==> src/rtl/uart_rx_framer.sv <==
// UART receive framer: detects a start bit on the synchronized line, samples
// start/data/stop on rising edges of an externally generated baud pulse, and
// hands completed bytes to a consumer with a valid/ack handshake.
module uart_rx_framer #(
    parameter int unsigned DATA_BITS = 8,
    parameter int unsigned TIMEOUT   = 1000
) (
    input  logic                 clk_100MHz,
    input  logic                 rst,
    input  logic                 rxd,
    input  logic                 pulse_rx,
    output logic                 rx_val,
    output logic [DATA_BITS-1:0] rx_data,
    output logic                 rx_data_valid,
    input  logic                 rx_data_ack,
    output logic                 frame_err,
    output logic                 overrun_err,
    output logic                 timeout_err
);

    localparam int unsigned CntW = $clog2(DATA_BITS + 1);
    localparam int unsigned TmoW = $clog2(TIMEOUT + 1);

    typedef enum logic [1:0] {StIdle, StStart, StData, StStop} state_e;

    state_e               state_q, state_d;
    logic                 rxd_meta_q, rxd_s_q, rxd_s_dly_q;
    logic                 pulse_q;
    logic [CntW-1:0]      bit_cnt_q, bit_cnt_d;
    logic [TmoW-1:0]      tmo_cnt_q, tmo_cnt_d;
    logic [DATA_BITS-1:0] shreg_q, shreg_d;
    logic [DATA_BITS-1:0] data_q, data_d;
    logic                 valid_q, valid_d;
    logic                 rx_val_q, rx_val_d;
    logic                 fe_q, fe_d;
    logic                 ov_q, ov_d;
    logic                 to_q, to_d;
    logic                 pulse_edge;
    logic                 line_fall;

    assign pulse_edge = pulse_rx & ~pulse_q;
    // Falling edge needs a high-then-low pair, so a held-low line never restarts.
    assign line_fall  = rxd_s_dly_q & ~rxd_s_q;

    // Line synchronizer, its one-cycle delay, and pulse edge history.
    always_ff @(posedge clk_100MHz) begin
        if (rst) begin
            rxd_meta_q  <= 1'b1;
            rxd_s_q     <= 1'b1;
            rxd_s_dly_q <= 1'b1;
            pulse_q     <= 1'b0;
        end else begin
            rxd_meta_q  <= rxd;
            rxd_s_q     <= rxd_meta_q;
            rxd_s_dly_q <= rxd_s_q;
            pulse_q     <= pulse_rx;
        end
    end

    // Framer state and registered outputs.
    always_ff @(posedge clk_100MHz) begin
        if (rst) begin
            state_q   <= StIdle;
            bit_cnt_q <= '0;
            tmo_cnt_q <= '0;
            shreg_q   <= '0;
            data_q    <= '0;
            valid_q   <= 1'b0;
            rx_val_q  <= 1'b0;
            fe_q      <= 1'b0;
            ov_q      <= 1'b0;
            to_q      <= 1'b0;
        end else begin
            state_q   <= state_d;
            bit_cnt_q <= bit_cnt_d;
            tmo_cnt_q <= tmo_cnt_d;
            shreg_q   <= shreg_d;
            data_q    <= data_d;
            valid_q   <= valid_d;
            rx_val_q  <= rx_val_d;
            fe_q      <= fe_d;
            ov_q      <= ov_d;
            to_q      <= to_d;
        end
    end

    // Next-state, shift/load, handshake and error pulse logic.
    always_comb begin
        state_d   = state_q;
        bit_cnt_d = bit_cnt_q;
        tmo_cnt_d = tmo_cnt_q;
        shreg_d   = shreg_q;
        data_d    = data_q;
        valid_d   = valid_q;
        fe_d      = 1'b0;
        ov_d      = 1'b0;
        to_d      = 1'b0;

        if (valid_q && rx_data_ack) begin
            valid_d = 1'b0;
        end

        unique case (state_q)
            StIdle: begin
                tmo_cnt_d = '0;
                if (line_fall) begin
                    state_d   = StStart;
                    bit_cnt_d = '0;
                end
            end
            StStart: begin
                // A high line at mid-start-bit is a glitch: drop it silently.
                if (pulse_edge) begin
                    state_d = rxd_s_q ? StIdle : StData;
                end
            end
            StData: begin
                if (pulse_edge) begin
                    shreg_d   = (shreg_q >> 1) | (DATA_BITS'(rxd_s_q) << (DATA_BITS - 1));
                    bit_cnt_d = bit_cnt_q + CntW'(1);
                    if (bit_cnt_q == CntW'(DATA_BITS - 1)) begin
                        state_d = StStop;
                    end
                end
            end
            StStop: begin
                if (pulse_edge) begin
                    // Byte is delivered even with a bad stop bit; ack in the
                    // same cycle counts as consumption, so no overrun.
                    data_d  = shreg_q;
                    valid_d = 1'b1;
                    ov_d    = valid_q & ~rx_data_ack;
                    fe_d    = ~rxd_s_q;
                    state_d = StIdle;
                end
            end
            default: state_d = StIdle;
        endcase

        // Watchdog on missing baud pulses while a frame is in progress.
        if (state_q != StIdle) begin
            if (pulse_edge) begin
                tmo_cnt_d = '0;
            end else if (tmo_cnt_q == TmoW'(TIMEOUT - 1)) begin
                state_d   = StIdle;
                to_d      = 1'b1;
                tmo_cnt_d = '0;
            end else begin
                tmo_cnt_d = tmo_cnt_q + TmoW'(1);
            end
        end

        rx_val_d = (state_d != StIdle);
    end

    assign rx_val        = rx_val_q;
    assign rx_data       = data_q;
    assign rx_data_valid = valid_q;
    assign frame_err     = fe_q;
    assign overrun_err   = ov_q;
    assign timeout_err   = to_q;

endmodule
==> config.mk <==
export PLATFORM = sky130hd
export DESIGN_NAME = uart_rx_framer
export DESIGN_NICKNAME = d
export VERILOG_FILES = /design/src/rtl/uart_rx_framer.sv
export SDC_FILE = /design/constraint.sdc
export NUM_CORES = 1
export LEC_CHECK = 0
export CELL_PAD_IN_SITES_DETAIL_PLACEMENT = 0
export CELL_PAD_IN_SITES_GLOBAL_PLACEMENT = 1
export CORE_AREA = 3 3 62 87
export CTS_BUF_LIST = sky130_fd_sc_hd__clkbuf_16
export CTS_CLUSTER_DIAMETER = 80
export DETAILED_ROUTE_END_ITERATION = 16
export DIE_AREA = 0 0 65 90
export GPL_TIMING_DRIVEN = 1
export PLACE_DENSITY_LB_ADDON = 0.25
export REMOVE_ABC_BUFFERS = 1
export SKIP_CTS_REPAIR_TIMING = 1
export SYNTH_ARGS = -nofsm -noshare
export SYNTH_HDL_FRONTEND = slang
export SYNTH_SLANG_ARGS = --single-unit
export TNS_END_PERCENT = 20
==> constraint.sdc <==
create_clock -name clk_100MHz -period 1.69 [get_ports clk_100MHz]
set_input_delay 0.169 -clock clk_100MHz [delete_from_list [all_inputs] [get_ports clk_100MHz]]
set_output_delay 0.169 -clock clk_100MHz [all_outputs]
set_load 0.1 [all_outputs]
Yosys cells after proc, flatten, opt, wreduce, memory -nomap -nowiden
Cells that the tools add are included.
W data, S select, Z words.
{ "classes": {"n_addsub": 2, "mul": 0, "n_div": 0, "order_cmp": 0, "n_eq_ne": 7, "shifts": 0, "muxes": 21, "bitwise_logic": 10, "n_reduce_logical": 11} }
{ "ops": {"columns": ["operator", "n"], "rows": [
  ["$mux W10", 4],
  ["$mux W2", 9],
  ["$add A10 B1 Y10 const B", 1],
  ["$eq A10 B10 Y1 const B", 1],
  ["$mux W4", 2],
  ["$or A7 B8 Y8", 1],
  ["$pmux W2 S4", 1],
  ["$pmux W4 S2", 1],
  ["$reduce_bool A2 Y1", 4],
  ["$not A1 Y1", 6],
  ["$reduce_or A3 Y1", 2],
  ["$add A4 B1 Y4 const B", 1],
  ["$eq A2 B2 Y1 const B", 2],
  ["$eq A4 B3 Y1 const B", 1],
  ["$mux W1", 4],
  ["$ne A2 B2 Y1 const B", 2],
  ["$reduce_and A2 Y1", 2],
  ["$and A1 B1 Y1", 3],
  ["$reduce_and A3 Y1", 1],
  ["$eq A2 B1 Y1 const B", 1],
  ["$logic_not A2 Y1", 1],
  ["$logic_and A1 B1 Y1", 1]
]} }
{ "word_totals": {"register_bits": 41, "latch_bits": 0, "mem_bits_rw": 0, "rom_bits": 0, "inputBits": 5, "word_cells": 65, "mem_count": 0} }

Depth between registers and ports, before layout
{ "logic_depth": {"word_depth": 8, "mapped_depth": 4} }

Worst setup path after synthesis
Ideal clock, no wire load.
{ "synth_path": {"path_type": "flip-flop to flip-flop", "startpoint": "reg state_q[0]", "endpoint": "reg rx_val_q (netlist: rx_val)", "arrival_time_ps": 1298, "setup_slack_ps": 306, "stages_incl_launch_ff": 5, "path_buffers": 1, "path_cell_list": "dfxtp_1 -> or4b_1 -> buf_2 -> o221a_4 -> a221oi_2"} }
{ "synth_between": {"elab_chain_cells": 7, "word_cells_on_any_way": 15} }
{ "synth_lines": {"columns": ["item", "line", "rtl"], "rows": [
  ["from (decl)", "26", "state_e state_q, state_d;"],
  ["from (signal assigned)", "63", "state_q <= StIdle;"],
  ["from (signal assigned)", "74", "state_q <= state_d;"],
  ["$mux W2", "121", "if (bit_cnt_q == CntW'(DATA_BITS - 1)) begin"],
  ["$mux W2", "118", "if (pulse_edge) begin"],
  ["$pmux W2 S4", "103", "unique case (state_q)"],
  ["$mux W2", "144", "end else if (tmo_cnt_q == TmoW'(TIMEOUT - 1)) begin"],
  ["$mux W2", "142", "if (pulse_edge) begin"],
  ["$mux W2 *", "141", "if (state_q != StIdle) begin"],
  ["$reduce_bool A2 Y1 *", "153", "rx_val_d = (state_d != StIdle);"],
  ["to (signal assigned)", "80", "rx_val_q <= rx_val_d;"],
  ["to (decl)", "34", "logic rx_val_q, rx_val_d;"]
]} }
Mark *: on every way between the ends. The rest lies on a longest branch, timed or not.
A chain may end at the register's enable or synchronous reset.

Worst setup path after layout
{ "layout_path": {"startpoint": "reg rxd_s_q", "endpoint": "reg state_q[0]"} }
{ "layout_between": {"elab_chain_cells": 7} }
{ "layout_lines": {"columns": ["item", "line", "rtl"], "rows": [
  ["from (decl)", "27", "logic rxd_meta_q, rxd_s_q, rxd_s_dly_q;"],
  ["from (signal assigned)", "54", "rxd_s_q <= rxd_meta_q;"],
  ["$not A1 Y1 *", "43", "assign line_fall = rxd_s_dly_q & ~rxd_s_q;"],
  ["$and A1 B1 Y1 *", "43", null],
  ["$mux W2 *", "106", "if (line_fall) begin"],
  ["$pmux W2 S4 *", "103", null],
  ["$mux W2", "144", null],
  ["$mux W2", "142", null],
  ["$mux W2 *", "141", null]
]} }
Marks and branches as above.

==> flow_summary.ini <==
[status]
status = complete, no violations

[timing]
worst_pin_slew_ns = 0.3862
fin_crit_sh_pct = 90.23
period_minus_slack_ns = 1.525
final_hold_viol_count = 0
setup_ws_ns = 0.1652
hold_ws_ns = 0.4123
tns_ns = 0
skew_ns = 0.001312
final-setup-viol-count = 0
slew_viol_final = 0
fmax_mhz = 655.8
rsz0062_at_grt = false
relSlewSlack_pct = 74.25

[critical_path]
worst-r2r-setup-slack_ns = 0.17
required_ns = 1.87
critPathKind = reg -> reg
reg2reg_to = state_q[0]$_SDFF_PP0_
reg2reg_from = rxd_s_q$_SDFF_PP1_
reg2regPathDepth = 3
critPathMaxFanout = 6
setup.worst_path.end_class = flip-flop
critPathLaunchType = flip-flop
arrival_ns = 1.70

[clock_network]
root_buffer = clkbuf_16
cts_inserted_buffers = 5
cts.sinks = 41
clk_latency_ns = 0.28
cts_max_level = 2
clk_pin_slew_worst_paths_ns = 0.05
cts_buffer_depth = 2
tritoncts = done

[route]
first_pass_iters = 4
vias = 1284
routed_via_density = 4.901
routedWlPerCell_um = 12.40
first_iter_violations = 73
route.detailed.drc = 0
routed_wl_um = 3249
ant_nets = 0

[place]
gp_congestion = 0.7161
place_ws_ns = -0.08253
io_buffers = 17
hpwl_um = 2409

[min_path]
hp-class = reg -> reg
min_from = rxd_meta_q$_SDFF_PP1_
hold_depth = 1
hold_end = rxd_s_q$_SDFF_PP1_

[synth]
synth.distinct_cells = 35
synth-seq-cells = 41
synth.top_cells.by_area = dfxtp_1, nand2_1, a21oi_1
syn_inst = 176
synth_edf_count = 0
ys_seq_area_share_pct = 51.61
async_flop_share_pct = 0
yosysMostFrequentCell = dfxtp_1
netlist_area_um2 = 1590
synth_top_cell_area_share_pct = 51.61
yosys-top-cells-count = dfxtp_1, nand2_1, a21oi_1, clkbuf_1
yosysWarnings = 0
yosys.area.top_type = dfxtp_1
ys.flop_type = dfxtp_1
syn_avg_cell_area_um2 = 9.036

[job]
maxCapViolations = 0

[final_layout]
drive_above_1_share_pct = 18.50
diodes = 0
filler_cell_count = 459
fin_nets = 206
utilization_pct = 43.28
syn_to_final_growth_pct = 25.41

[power]
ir_drop_v = 0.0005253
power_density_nw_per_um2 = 1037
p_leak_nw = 0.6876
total_power_w = 0.002068

[grt]
grt_pass1_vias = 1293
grt_use_total_pct = 12.54
overflow = 0
grt_max_degree = 29
grt_pass1_wl_um = 5740
antenna_found_initial = 0

[floorplanning]
start_util_pct = 34.51
core-area_um2 = 4608
die_h_um = 90
top_level_ports = 18
die_w_um = 65
num_rows = 29
dieArea_um2 = 5850
## registers in the layout, indices dropped and copies added, names as in the netlist, 2 cells and up
signal and count:
state_q 2, shreg_q 8, rx_data 8, bit_cnt_q 4, tmo_cnt_q 10
## power by group
part           total (W)  switching, W  internal, W
clock            0.00103      0.000343     0.000685
combinational  0.0000618     0.0000340    0.0000277
sequential      0.000978    0.00000388     0.000974
total            0.00207      0.000381      0.00169
## layout make-up
class / count / area, um^2 / area share (%)
Inverter: 3 / 11.26 / 0.5646
Timing Repair Buffer: 26 / 205.2 / 10.29
Clock inverter: 3 / 37.54 / 1.882
Tap cell: 62 / 77.57 / 3.890
Multi-Input combinational cell: 122 / 716.9 / 35.95
Sequential cell: 41 / 820.8 / 41.15
Clock buffer: 5 / 125.1 / 6.274
## layer usage
metal | up-vias | wire [um] | GRT usage [%]
met2 | 14 | 1732 | 22.97
met4 | 0 | 84 | 6.349
met1 | 605 | 1327 | 12.42
met3 | 5 | 105 | 3.491
li1 | 660 | - | -
met5 | - | 0 | 0
## cells by family (layout without fill, tap and decap cells)
group	count (synthesis)	count (layout)	share of synthesized area, %
simple gates	80	80	27.07
flops	41	41	51.61
compound gates	36	36	14.16
buf+inv	13	37	3.304
xor+xnor	3	3	1.653
fa+ha+maj	2	2	1.573
mux	1	1	0.6295
## worst max-delay path: stages, from the launching register on
cell and delay [ns]:
dfxtp_1 0.33, or4b_1 0.67, o221a_4 0.18, a211oi_1 0.25
## placed cells by master, fill, tap and decap left out, drive strengths merged, types with 6 or more instances in the layout
cell type	instances
a211oi	6
nand3	6
dfxtp	41
buf	22
or3	6
a21oi	21
nand2	35
## worst max-delay path by stage
stage | from | endpoint | slack (ns) | cells past startpoint
detailed placement | pulse_rx | tmo_cnt_q[9]$_SDFF_PP0_ | -0.08 | 4
global placement | pulse_rx | tmo_cnt_q[8]$_SDFF_PP0_ | 0.01 | 4
global route | rxd_s_q$_SDFF_PP1_ | state_q[0]$_SDFF_PP0_ | 0.06 | 3
CTS | rxd_s_q$_SDFF_PP1_ | state_q[0]$_SDFF_PP0_ | 0.13 | 3
floorplan | state_q[0]$_SDFF_PP0_ | rx_val$_SDFF_PP0_ | 0.25 | 3
finish | rxd_s_q$_SDFF_PP1_ | state_q[0]$_SDFF_PP0_ | 0.17 | 3
## per-stage QoR
| stage | cells | cell area [um^2] |
|---|---|---|
| after global placement | 254 | 1832 |
| after CTS | 262 | 1994 |
| after floorplan | 166 | 1549 |
| final | 262 | 1994 |
| after global routing | 262 | 1994 |
| after detailed placement | 254 | 1832 |
Power figures use the tool's default switching activity.
